<file path="config.mk">
export PLATFORM = sky130hd
export DESIGN_NAME = imm_decode_stage
export DESIGN_NICKNAME = d
export VERILOG_FILES = /design/src/rtl/rv_pkg.sv /design/src/rtl/imm_decode_comb.sv /design/src/rtl/imm_decode_stage.sv
export SDC_FILE = /design/constraint.sdc
export NUM_CORES = 1
export LEC_CHECK = 0
export BUFFER_PORTS_ARGS = -buffer_cell sky130_fd_sc_hd__buf_4
export CORE_ASPECT_RATIO = 0.75
export CORE_MARGIN = 4
export CORE_UTILIZATION = 40
export CTS_BUF_LIST = sky130_fd_sc_hd__clkbuf_4 sky130_fd_sc_hd__clkbuf_8
export CTS_CLUSTER_DIAMETER = 50
export DETAILED_ROUTE_END_ITERATION = 6
export HOLD_SLACK_MARGIN = 0.1
export PLACE_DENSITY = 0.61
export SYNTH_ARGS = -nofsm -noshare
export SYNTH_HDL_FRONTEND = slang
export SYNTH_SLANG_ARGS = --single-unit
</file>
<file path="constraint.sdc">
create_clock -name clk -period 4.5 [get_ports clk]
set_input_delay 0.9 -clock clk [delete_from_list [all_inputs] [get_ports clk]]
set_output_delay 0.9 -clock clk [all_outputs]
set_load 0.02 [all_outputs]
</file>
<file path="src/rtl/rv_pkg.sv">
// Shared RV32I/RV64I decode definitions: base opcodes, immediate formats,
// and skid-buffer occupancy states.
package rv_pkg;

    localparam logic [6:0] OP_LOAD   = 7'b0000011;
    localparam logic [6:0] OP_FENCE  = 7'b0001111;
    localparam logic [6:0] OP_IMM    = 7'b0010011;
    localparam logic [6:0] OP_AUIPC  = 7'b0010111;
    localparam logic [6:0] OP_STORE  = 7'b0100011;
    localparam logic [6:0] OP_OP     = 7'b0110011;
    localparam logic [6:0] OP_LUI    = 7'b0110111;
    localparam logic [6:0] OP_BRANCH = 7'b1100011;
    localparam logic [6:0] OP_JALR   = 7'b1100111;
    localparam logic [6:0] OP_JAL    = 7'b1101111;
    localparam logic [6:0] OP_SYSTEM = 7'b1110011;

    typedef enum logic [2:0] {
        FMT_R   = 3'd0,
        FMT_I   = 3'd1,
        FMT_S   = 3'd2,
        FMT_B   = 3'd3,
        FMT_U   = 3'd4,
        FMT_J   = 3'd5,
        FMT_ILL = 3'd7
    } fmt_e;

    typedef enum logic [1:0] {
        BUF_EMPTY = 2'd0,
        BUF_ONE   = 2'd1,
        BUF_FULL  = 2'd2
    } buf_state_e;

endpackage

</file>
<file path="src/rtl/imm_decode_comb.sv">
// Pure combinational immediate decode: instr + pc -> imm, format,
// illegal flag and pc-relative target.
module imm_decode_comb
    import rv_pkg::*;
#(
    parameter int XLEN = 32
) (
    input  logic [31:0]     instr_i,
    input  logic [XLEN-1:0] pc_i,
    output logic [XLEN-1:0] imm_o,
    output fmt_e            fmt_o,
    output logic            illegal_o,
    output logic [XLEN-1:0] target_o
);

    logic [31:0] imm32;
    logic        pc_rel;
    logic [2:0]  funct3;

    assign funct3 = instr_i[14:12];

    always_comb begin
        imm32     = '0;
        fmt_o     = FMT_ILL;
        illegal_o = 1'b0;
        pc_rel    = 1'b0;
        // Every listed opcode ends in 2'b11, so bad low bits fall to default.
        unique case (instr_i[6:0])
            OP_LOAD, OP_FENCE, OP_JALR, OP_SYSTEM: begin
                fmt_o = FMT_I;
                imm32 = {{20{instr_i[31]}}, instr_i[31:20]};
            end
            OP_IMM: begin
                fmt_o = FMT_I;
                if (funct3 == 3'b001 || funct3 == 3'b101) begin
                    imm32 = {26'b0, (XLEN == 64) && instr_i[25],
                             instr_i[24:20]};
                end else begin
                    imm32 = {{20{instr_i[31]}}, instr_i[31:20]};
                end
            end
            OP_STORE: begin
                fmt_o = FMT_S;
                imm32 = {{20{instr_i[31]}}, instr_i[31:25], instr_i[11:7]};
            end
            OP_BRANCH: begin
                fmt_o  = FMT_B;
                pc_rel = 1'b1;
                imm32  = {{20{instr_i[31]}}, instr_i[7], instr_i[30:25],
                          instr_i[11:8], 1'b0};
            end
            OP_LUI: begin
                fmt_o = FMT_U;
                imm32 = {instr_i[31:12], 12'b0};
            end
            OP_AUIPC: begin
                fmt_o  = FMT_U;
                pc_rel = 1'b1;
                imm32  = {instr_i[31:12], 12'b0};
            end
            OP_JAL: begin
                fmt_o  = FMT_J;
                pc_rel = 1'b1;
                imm32  = {{12{instr_i[31]}}, instr_i[19:12], instr_i[20],
                          instr_i[30:21], 1'b0};
            end
            OP_OP: begin
                fmt_o = FMT_R;
            end
            default: begin
                fmt_o     = FMT_ILL;
                illegal_o = 1'b1;
            end
        endcase
    end

    always_comb begin
        imm_o       = {XLEN{imm32[31]}};
        imm_o[31:0] = imm32;
        target_o    = pc_rel ? pc_i + imm_o : '0;
    end

endmodule

</file>
<file path="src/rtl/imm_decode_stage.sv">
// Registered immediate-decode stage with a two-entry skid buffer;
// all outputs come straight from the main entry registers.
module imm_decode_stage
    import rv_pkg::*;
#(
    parameter int XLEN = 32
) (
    input  logic            clk,
    input  logic            rst_n,
    input  logic            flush,
    input  logic            in_valid,
    output logic            in_ready,
    input  logic [31:0]     in_instr,
    input  logic [XLEN-1:0] in_pc,
    output logic            out_valid,
    input  logic            out_ready,
    output logic [31:0]     out_instr,
    output logic [XLEN-1:0] out_pc,
    output logic [XLEN-1:0] out_imm,
    output logic [2:0]      out_fmt,
    output logic            out_illegal,
    output logic [XLEN-1:0] out_target
);

    typedef struct packed {
        logic [31:0]     instr;
        logic [XLEN-1:0] pc;
        logic [XLEN-1:0] imm;
        logic [XLEN-1:0] target;
        logic [2:0]      fmt;
        logic            illegal;
    } res_t;

    res_t       dec;
    res_t       main_q, main_d;
    res_t       skid_q, skid_d;
    buf_state_e state_q, state_d;

    logic [XLEN-1:0] dec_imm;
    logic [XLEN-1:0] dec_target;
    fmt_e            dec_fmt;
    logic            dec_illegal;
    logic            accept;
    logic            drain;

    imm_decode_comb #(
        .XLEN(XLEN)
    ) u_dec (
        .instr_i  (in_instr),
        .pc_i     (in_pc),
        .imm_o    (dec_imm),
        .fmt_o    (dec_fmt),
        .illegal_o(dec_illegal),
        .target_o (dec_target)
    );

    assign dec = '{
        instr:   in_instr,
        pc:      in_pc,
        imm:     dec_imm,
        target:  dec_target,
        fmt:     dec_fmt,
        illegal: dec_illegal
    };

    // in_ready is a pure decode of the state register.
    assign in_ready  = (state_q != BUF_FULL);
    assign out_valid = (state_q != BUF_EMPTY);
    assign accept    = in_valid && in_ready;
    assign drain     = out_valid && out_ready;

    always_comb begin
        state_d = state_q;
        main_d  = main_q;
        skid_d  = skid_q;
        if (flush) begin
            state_d = BUF_EMPTY;
        end else begin
            unique case (state_q)
                BUF_EMPTY: begin
                    if (accept) begin
                        main_d  = dec;
                        state_d = BUF_ONE;
                    end
                end
                BUF_ONE: begin
                    if (drain && accept) begin
                        main_d = dec;
                    end else if (drain) begin
                        state_d = BUF_EMPTY;
                    end else if (accept) begin
                        skid_d  = dec;
                        state_d = BUF_FULL;
                    end
                end
                BUF_FULL: begin
                    if (drain) begin
                        main_d  = skid_q;
                        state_d = BUF_ONE;
                    end
                end
                default: begin
                    state_d = BUF_EMPTY;
                end
            endcase
        end
    end

    always_ff @(posedge clk or negedge rst_n) begin
        if (!rst_n) begin
            state_q <= BUF_EMPTY;
            main_q  <= '0;
            skid_q  <= '0;
        end else begin
            state_q <= state_d;
            main_q  <= main_d;
            skid_q  <= skid_d;
        end
    end

    assign out_instr   = main_q.instr;
    assign out_pc      = main_q.pc;
    assign out_imm     = main_q.imm;
    assign out_fmt     = main_q.fmt;
    assign out_illegal = main_q.illegal;
    assign out_target  = main_q.target;

endmodule

</file>
### Yosys cells after proc, flatten, opt, wreduce, memory -nomap -nowiden

Index checks and enable logic that the tools add are counted.

| storage, ports and cells | value |
|---|---|
| memory bits (writable) | 0 |
| memory bits (read-only) | 0 |
| latch bits | 0 |
| memories kept | 0 |
| register bits | 266 |

| cells by class | value |
|---|---|
| reduce and logical (&&, ||, !) cells | 15 |
| $add $sub $neg | 1 |
| equality and inequality tests | 23 |
| muxes and demuxes | 17 |
| shift operators | 0 |
| multiply operators | 0 |
| divide/modulo/power cells | 0 |
| bitwise gates (word level) | 3 |
| $lt $le $gt $ge | 0 |

Operator list:

| operator | number |
|---|---|
| 132-bit 2-to-1 mux | 3 |
| 132-bit case mux with 3 select lines | 1 |
| 32-bit case mux with 6 select lines | 1 |
| 32-bit 2-to-1 mux | 2 |
| 32-bit adder | 1 |
| 7-bit equality test, second input constant | 4 |
| 7-bit by 6-bit equality test with 1-bit output, second input constant | 3 |
| 3-bit case mux with 6 select lines | 1 |
| 7-bit by 5-bit equality test with 1-bit output, second input constant | 2 |
| 2-bit 2-to-1 mux | 6 |
| 11-bit OR reduction | 1 |
| 5-bit AND reduction | 2 |
| 3-bit inequality test, second input constant | 3 |
| 2-bit inequality test, second input constant | 4 |
| 7-bit by 2-bit equality test with 1-bit output, second input constant | 1 |
| 7-bit by 4-bit equality test with 1-bit output, second input constant | 1 |
| 2-bit case mux with 3 select lines | 1 |
| 5-bit OR reduction | 1 |
| 4-bit inequality test, second input constant | 1 |
| 4-bit AND reduction | 1 |
| 4-bit OR reduction | 1 |
| 3-bit by 1-bit equality test with 1-bit output, second input constant | 1 |
| 3-bit equality test, second input constant | 1 |
| 1-bit logical AND | 3 |
| other kinds (10) | 13 |

### Longest topological paths before layout

| logic depth | value |
|---|---|
| word-level depth | 8 |
| mapped depth | 18 |
| gate-level depth less buffers | 16 |

### By module

From an unflattened synthesis, not the netlist that was laid out.

| second synthesis, totals | value |
|---|---|
| cells, all modules | 1123 |
| area total of the unflattened synthesis | 14158.6 um^2 |

By module, submodules not included:

| module | times used | cells an instance | area an instance (um^2) |
|---|---|---|---|
| imm_decode_stage | 1 | 721 | 11556.1 |
| imm_decode_comb | 1 | 402 | 2602.5 |

### Worst setup path before layout

Ideal clock, no wire load.

| timing path | value |
|---|---|
| kind | input-to-reg |
| from | input port in_instr[6] |
| to | register main_q (netlist bit out_target[27]) |
| stages on the path | 18 |
| setup slack | 0.049 ns |
| path buffers | 2 |
| arrival | 4.369 ns |
| data required time | 4.417 ns |
| cell sequence | clkbuf_1 -> and3_1 -> a21oi_1 -> o22a_1 -> a211o_1 -> a21oi_1 -> a21oi_1 -> inv_1 -> ha_1 -> clkbuf_1 -> a21oi_1 -> o21ai_0 -> a21o_1 -> a221o_1 -> o211ai_1 -> a21boi_0 -> o31a_1 -> o21ai_0 |

| on the way | value |
|---|---|
| cells in the longest elaborated chain, start to end | 7 |
| elaborated cells between the ends (all ways) | 20 |
| classes of those cells | add/sub (1); eq/ne (10); mux (6); reduce/logical (3) |

Ends and longest elaborated chain:

| item | line | text |
|---|---|---|
| from (decl) | imm_decode_stage.sv:13 | `input logic [31:0] in_instr,` |
| 7-bit by 2-bit equality test with 1-bit output (tied with other cells) | imm_decode_comb.sv:28 | `unique case (instr_i[6:0])` |
| 4-bit OR reduction / 2-bit OR reduction (equally long branches) | -- |  |
| 32-bit case mux with 6 select lines (*) | imm_decode_comb.sv:28 |  |
| via dec_imm[16] | imm_decode_stage.sv:39 | `logic [XLEN-1:0] dec_imm;` |
| 32-bit adder (*) | imm_decode_comb.sv:80 | `target_o = pc_rel ? pc_i + imm_o : '0;` |
| 32-bit 2-to-1 mux (*) | imm_decode_comb.sv:80 |  |
| 132-bit 2-to-1 mux, on equally long branches | imm_decode_stage.sv:87, imm_decode_stage.sv:81 |  |
| 132-bit case mux with 3 select lines (*) | imm_decode_stage.sv:79 | `unique case (state_q)` |
| to (signal assigned) | imm_decode_stage.sv:116 | `main_q <= main_d;` |
| to (decl) | imm_decode_stage.sv:35 | `res_t main_q, main_d;` |

Mark *: on every way through the listed nets, which the timed path passes. The rest lies on a longest branch. The select of a mux whose other input is x is not followed.
A chain may end at the register's enable or synchronous reset.

### Final worst setup path

| timing path | value |
|---|---|
| from | input port in_instr[6] |
| to | register main_q (netlist bit out_target[18]) |

Same word-level chain as after synthesis.

==> flow_metrics.tcl <==
set metrics [dict create \
    drtAntennaViolNets 0 \
    drc_errors 0 \
    wl_per_cell_um 19.22 \
    synth_fa_ha_area_share_pct 3.050 \
    postSynth.asyncResetShare_pct 100.0 \
    synth-simple-area-share_pct 16.79 \
    ios 203 \
    fin_total_pwr_mw 6.802 \
    clk_path_buf_depth 3 \
    dr.pass1.iters 5 \
    fin_nets 1817 \
    r2r_end "out_imm[2]" \
    tightest_slew_ns 0.8819 \
    gr-total-overflow 0 \
    synth_cell_types 63 \
    grt_pass1_vias 11500 \
    viasPerCell 5.415 \
    layout_min_cycle_time_ns 4.120 \
    synth_area_leader_cell "dfrtp_1" \
    die_area_um2 36460 \
    vdd_drop_max_mv 0.2200 \
    hold_viol 0 \
    crit_required_ns 4.97 \
    placed_cell_area_um2 15950 \
    cts_resized 0 \
    die_h_um 166.4 \
    die_w_um 219.1 \
    arrival_ns 4.59 \
    cts.htree.levels 2 \
    rr_startpoint "state_q[1]" \
    syn_inst 1467 \
    r2r_cells 6 \
    antenna_found_initial 0 \
    yosysTopAreaCellShare_pct 49.77 \
    diodes 0 \
    cts.clk_slew.worst_paths_ns 0.06 \
    areaGrowthSynthToFinish_pct 26.48 \
    synth_edf_count 0 \
    synthMuxAreaShare_pct 7.185 \
    cp_max_fo 10 \
    cap_violations 0 \
    min_path_type "in -> async" \
    status "finished clean" \
    final_util_pct 51.79 \
    fill_cells 3059 \
    highest_layer "met4" \
    path_class "in -> reg" \
    synth.area.top_cells "dfrtp_1 50%, nand2_1 8.1%, mux2_2 6.7%" \
    yosys_warnings 0 \
    core_um2 32660 \
    vias 11850 \
    clock_latency_ns 0.59 \
    synth-seq-cells 266 \
    syn_area_per_cell_um2 9.117 \
    cts-hold-fix-buffers 0 \
    crit_path_end_kind "register" \
    synth-compound-area-share_pct 17.91 \
    cts.sinks 266 \
    dp_hpwl_mm 30.04 \
    p_per_area_nw_per_um2 402.2 \
    start_util_pct 40.94 \
    ys.flop_type "dfrtp_1" \
    rows 57 \
    grt_start_max_net_pins 105 \
    cts_tree "built" \
    wl_met2_mm 18.42 \
    drt_wl_total_mm 42.06 \
    slew_violations 0 \
    gp_congestion 0.9028 \
    synth_fp_nets 1568 \
    synth_xor_xnor_area_share_pct 1.572 \
    max_freq_ghz 0.2427 \
    drive_above_1_share_pct 27.03 \
    drt_iter0_markers 1018 \
    cts_root_buf "clkbuf_8" \
    synth_top_family_by_area "compound AO/OA/AOI/OAI gates" \
    setup.worst_path.start_class "input pin" \
    port_buffers 202 \
    grt_pass1_wl_mm 66.83 \
    finClkSkew_ns 0.02277 \
    finalCritPeriodShare_pct 91.55 \
    slew_headroom_pct 41.21 \
    dr_wl_met3_mm 2.752 \
    final_cell_area_um2 16920 \
    r2r_slack_ns 1.83 \
    ys_seq_area_share_pct 49.77 \
    finalSetupViolations 0 \
    grt_usage_pct 22.97 \
    netlist_area_um2 13370 \
    cts_setup_buffers 0 \
    power.leakage_nw 8.163 \
    cts_inserted_buffers 44 \
    met1_length_mm 20.02 \
    rsz0062_at_grt "no" \
]
[kinds of logic (layout without fill, tap and decap cells)]
kind of cell | Yosys count | after routing
XOR/XNOR | 24 | 24
AND/OR/NAND/NOR | 538 | 538
AO/OA/AOI/OAI | 391 | 391
multiplexers | 86 | 86
flip-flops | 266 | 266
buffers and inverters | 130 | 409
adder cells (fa/ha/maj) | 32 | 32
[area by class of cell]
type / instances / area (um^2) / area share, %
Tap cell: 442 / 553.0 / 3.269
Clock inverter: 7 / 91.34 / 0.5400
Clock buffer: 69 / 874.6 / 5.170
Timing Repair Buffer: 302 / 2375 / 14.04
Inverter: 31 / 118.9 / 0.7027
Sequential cell: 266 / 6656 / 39.35
Multi-Input combinational cell: 1071 / 6246 / 36.93
[cell usage after synthesis (19+ instances only)]
cell type  number
nand3_1        19
inv_1          30
dfrtp_1       266
clkbuf_1       86
a21o_1         37
mux2_2         80
ha_1           31
nand2_1       289
a31oi_1        84
a21oi_1        88
nor2_1        151
o21ai_0       103
[flip-flops by register name (all words and copies together), names as in the netlist]
| signal | flops |
|---|---|
| out_imm | 32 |
| out_illegal | 1 |
| out_target | 32 |
| out_instr | 32 |
| out_pc | 32 |
| skid_q | 132 |
| out_fmt | 3 |
| state_q | 2 |
[metrics by stage]
stage / setup WS [ns] / setup TNS [ns] / hold slack [ns] / cells
2_1_floorplan: 0.04879 / 0 / 0.4418 / 1467
6_report: 0.3801 / 0 / 0.3448 / 2188
5_1_grt: 0.007544 / 0 / 0.3973 / 2188
4_1_cts: 0.4598 / 0 / 0.3629 / 2188
3_3_place_gp: -0.1009 / -0.3510 / 0.4554 / 2112
3_5_place_dp: -0.1834 / -0.8561 / 0.4661 / 2112
[worst max-delay path, stage by stage]
cell      delay [ns]
buf_4           0.15
and2_1          0.18
o21ai_0         0.29
a21oi_1         0.21
a22oi_1         0.37
inv_1           0.15
fa_1            0.45
a21o_1          0.22
a221oi_2        0.34
or4_1           0.19
o211ai_2        0.14
buf_12          0.16
a41oi_1         0.23
xor2_1          0.22
o21ai_0         0.11
mux2_2          0.27
[layer usage]
layer | GRT usage, % | up-vias
li1 | - | 5622
met5 | 0 | -
met2 | 34.22 | 360
met3 | 4.573 | 57
met4 | 5.850 | 0
met1 | 34.38 | 5808
[layout by cell type (no fill, tap or decap), types with 37 or more instances in the layout]
master	n
mux2_2	80
o21ai_0	103
a21oi_1	88
nor2_1	150
clkbuf_8	57
nand2_1	289
buf_4	293
a21o_1	37
a31oi_1	84
dfrtp_1	266
[worst max-delay path by stage]
stage | from | end | slack, ns | cells after the start
floorplan | in_instr[6] | out_target[27] | 0.05 | 18
global placement | in_instr[3] | out_target[18] | -0.10 | 17
detailed placement | in_instr[6] | out_target[18] | -0.18 | 16
CTS | in_instr[6] | out_target[18] | 0.46 | 16
global route | in_instr[3] | skid_q[33] | 0.008 | 20
finish | in_instr[6] | out_target[18] | 0.38 | 16
[where the power goes]
part           leakage [nW]  total (mW)  switching [mW]  internal, mW
registers              3.34        2.98           0.208          2.77
logic                  4.31        1.47           0.823         0.650
clock network         0.510        2.35            1.00          1.35
total                  8.16        6.80            2.04          4.77
Power figures use the tool's default switching activity.
